### src/rtl/seq_divider_8b_4b_if.sv
// Operand/result handshake bundle for the sequential divider.
// The master supplies operands and consumes results; the slave is the divider.
interface seq_divider_8b_4b_if #(
  parameter int DW = 8,
  parameter int VW = 4
);
  logic          in_valid;
  logic          in_ready;
  logic [DW-1:0] dividend;
  logic [VW-1:0] divisor;
  logic          out_valid;
  logic          out_ready;
  logic [DW-1:0] quotient;
  logic [VW-1:0] remainder;
  logic          div_by_zero;
  logic          q_fits;

  modport master (
    output in_valid, dividend, divisor, out_ready,
    input  in_ready, out_valid, quotient, remainder, div_by_zero, q_fits
  );

  modport slave (
    input  in_valid, dividend, divisor, out_ready,
    output in_ready, out_valid, quotient, remainder, div_by_zero, q_fits
  );
endinterface

### src/rtl/seq_divider_8b_4b.sv
// Restoring divider, one quotient bit per clock, ready/valid on both sides.
// Inverse of the 4b x 4b multiplier: DW-bit dividend over VW-bit divisor.
module seq_divider_8b_4b #(
  parameter int DW = 8,
  parameter int VW = 4
) (
  input logic               clk,
  input logic               rst_n,
  seq_divider_8b_4b_if.slave bus
);
  localparam int CW = $clog2(DW);

  typedef enum logic [1:0] {IDLE, CALC, DONE} state_t;

  state_t        state_reg, state_next;
  logic [DW-1:0] q_sh_reg, q_sh_next;
  logic [VW:0]   rem_reg, rem_next;
  logic [CW-1:0] cnt_reg, cnt_next;
  logic [VW-1:0] divisor_reg, divisor_next;
  logic [DW-1:0] quotient_reg, quotient_next;
  logic [VW-1:0] remainder_reg, remainder_next;
  logic          dbz_reg, dbz_next;
  logic          q_fits_reg, q_fits_next;

  // One restoring step: shift the next dividend bit into the partial remainder.
  logic [VW:0]   trial;
  logic          trial_ge;
  logic [VW:0]   step_rem;
  logic [DW-1:0] step_q;

  assign trial    = (rem_reg << 1) | {{VW{1'b0}}, q_sh_reg[DW-1]};
  assign trial_ge = (trial >= {1'b0, divisor_reg});
  assign step_rem = trial_ge ? (trial - {1'b0, divisor_reg}) : trial;
  assign step_q   = {q_sh_reg[DW-2:0], trial_ge};

  assign bus.in_ready    = (state_reg == IDLE);
  assign bus.out_valid   = (state_reg == DONE);
  assign bus.quotient    = quotient_reg;
  assign bus.remainder   = remainder_reg;
  assign bus.div_by_zero = dbz_reg;
  assign bus.q_fits      = q_fits_reg;

  always_comb begin
    state_next     = state_reg;
    q_sh_next      = q_sh_reg;
    rem_next       = rem_reg;
    cnt_next       = cnt_reg;
    divisor_next   = divisor_reg;
    quotient_next  = quotient_reg;
    remainder_next = remainder_reg;
    dbz_next       = dbz_reg;
    q_fits_next    = q_fits_reg;

    case (state_reg)
      IDLE: begin
        if (bus.in_valid) begin
          q_sh_next    = bus.dividend;
          rem_next     = '0;
          cnt_next     = '0;
          divisor_next = bus.divisor;
          if (bus.divisor != '0) begin
            state_next = CALC;
          end else begin
            // Zero divisor skips the iteration and reports a saturated quotient.
            state_next     = DONE;
            quotient_next  = '1;
            remainder_next = bus.dividend[VW-1:0];
            dbz_next       = 1'b1;
            q_fits_next    = 1'b0;
          end
        end
      end
      CALC: begin
        q_sh_next = step_q;
        rem_next  = step_rem;
        cnt_next  = cnt_reg + 1'b1;
        if (cnt_reg == CW'(DW - 1)) begin
          state_next     = DONE;
          quotient_next  = step_q;
          remainder_next = step_rem[VW-1:0];
          dbz_next       = 1'b0;
          q_fits_next    = (step_q[DW-1:VW] == '0);
        end
      end
      DONE: begin
        if (bus.out_ready) begin
          state_next = IDLE;
        end
      end
      default: begin
        state_next = IDLE;
      end
    endcase
  end

  always_ff @(posedge clk or negedge rst_n) begin
    if (!rst_n) begin
      state_reg     <= IDLE;
      q_sh_reg      <= '0;
      rem_reg       <= '0;
      cnt_reg       <= '0;
      divisor_reg   <= '0;
      quotient_reg  <= '0;
      remainder_reg <= '0;
      dbz_reg       <= 1'b0;
      q_fits_reg    <= 1'b0;
    end else begin
      state_reg     <= state_next;
      q_sh_reg      <= q_sh_next;
      rem_reg       <= rem_next;
      cnt_reg       <= cnt_next;
      divisor_reg   <= divisor_next;
      quotient_reg  <= quotient_next;
      remainder_reg <= remainder_next;
      dbz_reg       <= dbz_next;
      q_fits_reg    <= q_fits_next;
    end
  end
endmodule

### src/flat_wrapper.sv
// flat-port wrapper written by rule: the top's interface ports become plain ports
module seq_divider_8b_4b_flat 
#(
  parameter int DW = 8,
  parameter int VW = 4
)
  (clk, rst_n, bus_in_valid, bus_dividend, bus_divisor, bus_out_ready, bus_in_ready, bus_out_valid, bus_quotient, bus_remainder, bus_div_by_zero, bus_q_fits);
  seq_divider_8b_4b_if #(.DW(DW), .VW(VW)) bus_i ();
  input logic clk;
  input logic rst_n;
  input wire logic [$bits(bus_i.in_valid)-1:0] bus_in_valid;
  input wire logic [$bits(bus_i.dividend)-1:0] bus_dividend;
  input wire logic [$bits(bus_i.divisor)-1:0] bus_divisor;
  input wire logic [$bits(bus_i.out_ready)-1:0] bus_out_ready;
  output wire logic [$bits(bus_i.in_ready)-1:0] bus_in_ready;
  output wire logic [$bits(bus_i.out_valid)-1:0] bus_out_valid;
  output wire logic [$bits(bus_i.quotient)-1:0] bus_quotient;
  output wire logic [$bits(bus_i.remainder)-1:0] bus_remainder;
  output wire logic [$bits(bus_i.div_by_zero)-1:0] bus_div_by_zero;
  output wire logic [$bits(bus_i.q_fits)-1:0] bus_q_fits;
  assign bus_i.in_valid = bus_in_valid;
  assign bus_i.dividend = bus_dividend;
  assign bus_i.divisor = bus_divisor;
  assign bus_i.out_ready = bus_out_ready;
  assign bus_in_ready = bus_i.in_ready;
  assign bus_out_valid = bus_i.out_valid;
  assign bus_quotient = bus_i.quotient;
  assign bus_remainder = bus_i.remainder;
  assign bus_div_by_zero = bus_i.div_by_zero;
  assign bus_q_fits = bus_i.q_fits;
  seq_divider_8b_4b #(.DW(DW), .VW(VW)) u_core (.clk(clk), .rst_n(rst_n), .bus(bus_i));
endmodule
### config.mk
export PLATFORM = sky130hd
export DESIGN_NAME = seq_divider_8b_4b_flat
export DESIGN_NICKNAME = d
export VERILOG_FILES = /design/src/rtl/seq_divider_8b_4b_if.sv /design/src/rtl/seq_divider_8b_4b.sv /design/src/flat_wrapper.sv
export SDC_FILE = /design/constraint.sdc
export NUM_CORES = 1
export LEC_CHECK = 0
export BUFFER_PORTS_ARGS = -buffer_cell sky130_fd_sc_hd__buf_2
export CORE_UTILIZATION = 30
export CTS_CLUSTER_DIAMETER = 150
export DETAILED_ROUTE_END_ITERATION = 8
export HOLD_SLACK_MARGIN = 0.02
export PLACE_DENSITY = 0.53
export RECOVER_POWER = 100
export SETUP_SLACK_MARGIN = 0.1
export SLEW_MARGIN = 10
export SYNTH_ARGS = -nofsm -noshare
export SYNTH_HDL_FRONTEND = slang
export SYNTH_SLANG_ARGS = --single-unit
### constraint.sdc
create_clock -name clk -period 2.6 [get_ports clk]
set_clock_uncertainty 0.1 [all_clocks]
set_input_delay 0.52 -clock clk [delete_from_list [all_inputs] [get_ports clk]]
set_output_delay 0.52 -clock clk [all_outputs]
set_load 0.01 [all_outputs]
==> results of run 1 <==
[final timing paths]
kind	to	slack, ps	depth (start not counted)
max in group asynchronous	u_core.bus.remainder[1]$_DFFE_PN0P_	1680	1
worst min-delay path	u_core.bus.quotient[6]$_DFFE_PN0P_	210	1
worst max register to register	u_core.bus.remainder[1]$_DFFE_PN0P_	400	6
worst max-delay path	u_core.bus.remainder[1]$_DFFE_PN0P_	400	6
worst min register to register	u_core.bus.div_by_zero$_DFFE_PN0P_	400	1
min in group clk	u_core.divisor_reg[3]$_DFFE_PN0P_	360	3
[report_power, final]
group	internal, µW	leakage, µW	switching (µW)
clock	191	0.0000408	214
combinational	590	0.000455	752
sequential	814	0.000412	190
[per-layer routing]
metal  share of wire  vias up
li1                -      663
met1            0.47      654
met2            0.46       35
met3           0.055        5
met4           0.011        0
met5               0        -
[cell type report]
cell class              instances  share of cell area
well taps                      72             0.04469
multi-input cells             122              0.3774
inverters                       7             0.01304
repair buffers                 34             0.08442
flip-flops and latches         35              0.4345
clock inverters                 3             0.01179
clock buffers                   5             0.03414
[per-stage QoR]
stage / util / instances / hold WS (ps) / total power (µW) / setup WS, ps
floorplan: - / 172 / 124.4 / 2033 / 634.9
finish: 0.3661 / 278 / 213.8 / 2752 / 399.4
global route: 0.3661 / 278 / 269.4 / 3023 / 296.0
CTS: 0.3724 / 278 / 245.0 / 2866 / 472.3
global placement: 0.3556 / 270 / 368.8 / 2428 / 446.2
detailed placement: 0.3556 / 270 / 378.1 / 2450 / 411.8
[logic make-up after synthesis]
logic type | count (synthesis)
mux | 8
fa+ha+maj | 7
compound gates | 46
xor+xnor | 1
flops | 35
simple gates | 60
buf+inv | 15
[cells in the final DEF (no fill, tap or decap), drive strengths merged, types with 2 or more instances in the layout]
cell       n
dfrtp     35
nand2     29
clkbuf    21
buf       18
o21ai     16
nor2      15
a21oi     10
inv        8
mux2i      6
ha         6
nor2b      4
o22a       4
nor3       4
a21o       4
nand2b     3
a31oi      3
o21a       2
a22o       2
clkinvlp   2
or4        2
mux2       2
==> flow_metrics.py, run 1 <==
metrics = {
    "final_layout": {
        "layout.nets": 228,
        "fin_area_mm2": 0.002016,
        "n_fill_cell": 581,
        "multi_input_area_um2": 760.7,
        "flow.area_growth_from_synthesis_pct": 17.68,
        "final_layout_size_suffix_gt1_frac": 0.1505,
        "num_antenna_cells": 0,
        "ff_latch_area_um2": 875.8,
    },
    "sta": {
        "tightest_slew_ps": 888.4,
        "timing.final.setup_violations": 0,
        "setup-tns-final_ps": 0,
        "report.final.hold_viol_count": 0,
        "max_freq_mhz": 454.4,
        "final_count_of_pins_violating_max_slew": 0,
        "maxSlewHeadroom": 0.4014,
        "fin_crit_sh": 0.8464,
        "layout_min_cycle_time_ps": 2201,
        "unrepaired_setup_endpoints_after_global_routing": "no",
    },
    "route": {
        "drt_drc_violations_left": 0,
        "routed_via_density": 4.881,
        "wirelength_um": 3792,
        "avgRoutedWirePerCell_um": 13.64,
        "detail-route-antenna-nets": 0,
        "dr_total_vias": 1357,
        "count_of_tritonroute_iterations_in_the_first_routing_pass": 4,
        "initial_drt_markers": 42,
    },
    "yosys": {
        "synthMuxAreaShare": 0.05040,
        "synth.largest_area_cell": "dfrtp_1",
        "yosys.area_share.xor_xnor": 0.005113,
        "async_flop_share": 1.000,
        "yosysUniqueCellTypes": 36,
        "seq_area_frac_synth": 0.5113,
        "yosys.area_share.simple": 0.1556,
        "synth_top_cells_by_area": "dfrtp_1 51%, nand2_1 6.4%, ha_1 4.4%, o21ai_0 4.4%, mux2i_1 3.5%",
        "syn_avg_cell_area_um2": 9.959,
        "netlist.area_leader.share": 0.5113,
        "mappedNetlistNets": 195,
        "top_count_cell_post_synth": "dfrtp_1",
        "synth_top_family_by_area": "compound AO/OA/AOI/OAI gates",
        "fraction_of_the_mapped_netlist_area_in_compound_gates": 0.1863,
        "most_used_flip_flop_cell_after_synthesis": "dfrtp_1",
        "gate_count_post_synth": 172,
        "synth_enable_flop_cells": 0,
        "ys_seq_elements": 35,
        "yosysWarnings": 0,
        "post_synth_instance_area_mm2": 0.001713,
        "post_synth_most_frequent_cells": "35 x dfrtp_1, 29 x nand2_1, 15 x nor2_1, 15 x o21ai_0",
        "synth_adder_area_share": 0.05551,
    },
    "placed_design": {
        "dp.final_hpwl_um": 2829,
        "placedInstanceArea_mm2": 0.001958,
        "gp_weighted_congestion": 0.8041,
        "io_buffers": 31,
    },
    "pwr": {
        "peak_supply_drop_mv": 0.3920,
        "power_leakage_uw": 0.0009073,
        "pwr_per_cell_area_mw_per_mm2": 1365,
    },
    "global_route": {
        "grt_pass1_wl_um": 6603,
        "gr-usage-met1": 0.1868,
        "largest_net_degree_at_the_start_of_global_routing": 36,
        "via_count_of_the_first_global_routing_pass": 1347,
        "globalRouteMet3Util": 0.03765,
        "gr-usage-met2": 0.2265,
        "gr-max-usage-layer": "met2",
        "antenna_violations_before_repair": 0,
        "grtUsageTotal": 0.1429,
        "grt.overflow.total": 0,
    },
    "setup_path": {
        "cpLargestDelayFamily": "simple AND/OR/NAND/NOR gates",
        "critical_path.endpoint_type": "flip-flop",
        "crit-reg2reg-launch": "u_core.rem_reg[1]$_DFFE_PN0P_",
        "critical_path.cell_chain": "ha_1, or4_4, a21oi_1, a21oi_1, mux2_1, a31oi_4",
        "worstPathBufferInverterCount": 0,
        "worst_setup_path_startpoint": "u_core.rem_reg[1]$_DFFE_PN0P_",
        "critical_path.startpoint_type": "flip-flop",
        "data_required_time_of_the_critical_path_ps": 2710,
        "cp_data_arrival_time_ps": 2310,
        "most_frequent_cell_on_critical_path": "a21oi_1",
        "cp_max_fo": 4,
        "crit_type": "flip-flop to flip-flop",
        "timing.critical_path.slowest_stage_cell": "or4_4",
        "worst_path_largest_cell_delay_ps": 540,
    },
    "clocking": {
        "cts_setup_buffers": 0,
        "hold_buffers": 0,
        "ctsResizeCount": 0,
        "clock_latency_ps": 290,
        "clock_tree_from_tritoncts": "yes",
        "clockBufferDepth": 2,
        "clock-root-buffer": "clkbuf_8",
        "clk_transition_reported_paths_ps": 80,
        "cts.sink_count": 35,
        "cts_max_level": 2,
        "cts_buffers": 5,
    },
    "worst_hold_path": {
        "classification_of_the_worst_slack_hold_path": "input pin to asynchronous set/reset pin",
    },
    "floorplanning": {
        "die_w_um": 77.56,
        "design.portCount": 32,
        "floorplan.die.height_um": 77.56,
        "fp.dieArea_mm2": 0.006016,
        "start_util": 0.3111,
        "rows": 27,
        "design.core.area_mm2": 0.005507,
    },
    "flow_run": {
        "maxcap_viol_count": 0,
    },
    "outcome": {
        "status": "complete, no violations",
    },
}
(Power assumes the default switching activity.)
==> inputs of run 2 (changes only) <==
Clock period 2.6 ns to 2.05 ns, I/O delays scaled along.
==> flow_metrics.py, run 2 (synthesis results as in run 1) <==
metrics = {
    "final_layout": {
        "layout_common_cells": "35 x dfrtp_1, 28 x nand2_1, 19 x clkbuf_1",
        "num_antenna_cells": 0,
        "final_layout_size_suffix_gt1_frac": 0.2297,
        "flow.area_growth_from_synthesis_pct": 25.57,
        "n_fill_cell": 590,
        "layout.nets": 244,
        "fin_area_mm2": 0.002151,
        "commonest_non_fill_non_tap_cell_in_the_layout": "dfrtp_1",
    },
    "global_route": {
        "grt.overflow.total": 0,
        "grtUsageTotal": 0.1489,
        "via_count_of_the_first_global_routing_pass": 1476,
        "largest_net_degree_at_the_start_of_global_routing": 36,
        "antenna_violations_before_repair": 0,
        "grt_pass1_wl_um": 6865,
    },
    "clocking": {
        "clk_transition_reported_paths_ps": 80,
        "clock_latency_ps": 300,
        "clock_tree_from_tritoncts": "yes",
        "clock-root-buffer": "clkbuf_8",
        "cts.sink_count": 35,
        "cts_max_level": 2,
        "clockBufferDepth": 2,
        "cts_buffers": 5,
    },
    "route": {
        "met3_length_um": 161,
        "wirelength_um": 3988,
        "met2RoutedLength_um": 1772,
        "detail-route-antenna-nets": 0,
        "avgRoutedWirePerCell_um": 13.56,
        "routed_via_density": 4.799,
        "initial_drt_markers": 73,
        "drt_drc_violations_left": 0,
        "count_of_tritonroute_iterations_in_the_first_routing_pass": 4,
        "dr_total_vias": 1411,
        "met1_length_um": 1985,
        "dr.max_layer_used": "met4",
    },
    "sta": {
        "setup-tns-final_ps": 0,
        "final_count_of_pins_violating_max_slew": 0,
        "unrepaired_setup_endpoints_after_global_routing": "yes",
        "layout_min_cycle_time_ps": 1956,
        "tightest_slew_ps": 901.0,
        "timing.final.setup_violations": 0,
        "report.final.hold_viol_count": 0,
        "max_freq_mhz": 511.2,
        "maxSlewHeadroom": 0.3993,
        "fin_crit_sh": 0.9543,
        "timing.hold.ws_ps": 214.8,
    },
    "setup_path": {
        "timing.reg2reg.worst_path_depth": 6,
        "timing.reg2reg.setup_slack_ps": 90,
        "critical_path.startpoint_type": "flip-flop",
        "crit_type": "flip-flop to flip-flop",
        "data_required_time_of_the_critical_path_ps": 2130,
        "cp_data_arrival_time_ps": 2040,
        "cp_max_fo": 3,
        "critical_path.endpoint_type": "flip-flop",
    },
    "pwr": {
        "power_frac_clock": 0.164,
        "internal-power_uw": 2320,
        "power_frac_seq": 0.324,
        "power.total_uw": 3882,
        "power_leakage_uw": 0.0009920,
        "swShare": 0.4024,
        "peak_supply_drop_mv": 0.5166,
        "netSwitchingPower_uw": 1562,
        "combPwrFrac": 0.511,
        "pwr_per_cell_area_mw_per_mm2": 1805,
    },
    "floorplanning": {
        "start_util": 0.3111,
        "die_w_um": 77.56,
        "rows": 27,
        "design.portCount": 32,
        "design.core.area_mm2": 0.005507,
        "fp.dieArea_mm2": 0.006016,
        "floorplan.die.height_um": 77.56,
    },
    "placed_design": {
        "dp.final_hpwl_um": 2842,
        "io_buffers": 31,
        "gp_weighted_congestion": 0.8931,
        "placedInstanceArea_mm2": 0.002031,
    },
    "outcome": {
        "status": "complete, no violations",
    },
    "flow_run": {
        "maxcap_viol_count": 0,
    },
    "worst_hold_path": {
        "classification_of_the_worst_slack_hold_path": "input pin to asynchronous set/reset pin",
    },
}
-- run 2: cell type report --
| cell class | instances | area (µm²) | share of cell area |
|---|---|---|---|
| tap | 72 | 90.09 | 0.04188 |
| sequential | 35 | 875.8 | 0.4072 |
| clock inverter | 3 | 43.79 | 0.02036 |
| multi-input combinational | 122 | 792.0 | 0.3682 |
| clock buffer | 5 | 68.82 | 0.03200 |
| timing repair buffer | 50 | 254.0 | 0.1181 |
| inverter | 7 | 26.28 | 0.01222 |
-- run 2: final timing paths --
kind                                                start                             endpoint
setup / recovery            u_core.rem_reg[2]$_DFFE_PN0P_  u_core.bus.remainder[0]$_DFFE_PN0P_
hold / removal                                      rst_n    u_core.divisor_reg[3]$_DFFE_PN0P_
setup reg to reg            u_core.rem_reg[2]$_DFFE_PN0P_  u_core.bus.remainder[0]$_DFFE_PN0P_
hold reg to reg            u_core.q_sh_reg[7]$_DFFE_PN0P_       u_core.q_sh_reg[7]$_DFFE_PN0P_
max in group asynchronous                           rst_n      u_core.state_reg[1]$_DFFE_PN0P_
min in group clk                           bus_divisor[1]    u_core.divisor_reg[1]$_DFFE_PN0P_
-- run 2: what timing repair did --
action,4_1_cts,5_1_grt
endpoints found under the setup margin,3,8
cloned,0,0
endpoints found under the hold margin,0,0
buffers inserted,4,1
hold buffers,0,0
gates resized for setup,4,3
pin swaps,6,2
-- run 2: per-stage QoR --
stage,setup slack [ps],std cells,util
6_report,93.71,294,0.3906
5_1_grt,16.08,294,0.3906
4_1_cts,69.08,293,0.3988
3_5_place_dp,33.85,281,0.3688
3_3_place_gp,52.80,281,0.3688
2_1_floorplan,109.3,172,-
-- run 2: layer usage --
metal | vias to the layer above | GRT usage
li1 | 692 | -
met1 | 681 | 0.2010
met2 | 31 | 0.2292
met3 | 7 | 0.03294
met4 | 0 | 0.06226
met5 | - | 0
-- run 2: power by group through the flow --
| stage | Combinational (µW) | Clock, µW | Sequential (µW) |
|---|---|---|---|
| 6_report | 1980 | 638 | 1260 |
| 5_1_grt | 2250 | 672 | 1310 |
| 4_1_cts | 2050 | 651 | 1260 |
| 3_5_place_dp | 1890 | 0 | 1270 |
| 3_3_place_gp | 1890 | 0 | 1270 |
| 2_1_floorplan | 1310 | 0 | 1280 |
-- run 2: worst max-delay path, stage by stage (launching register included) --
cell     delay [ps]
dfrtp_1         390
ha_2            190
or4_4           540
a21oi_4         140
a21o_2          150
nor3_2           50
o32a_1          290
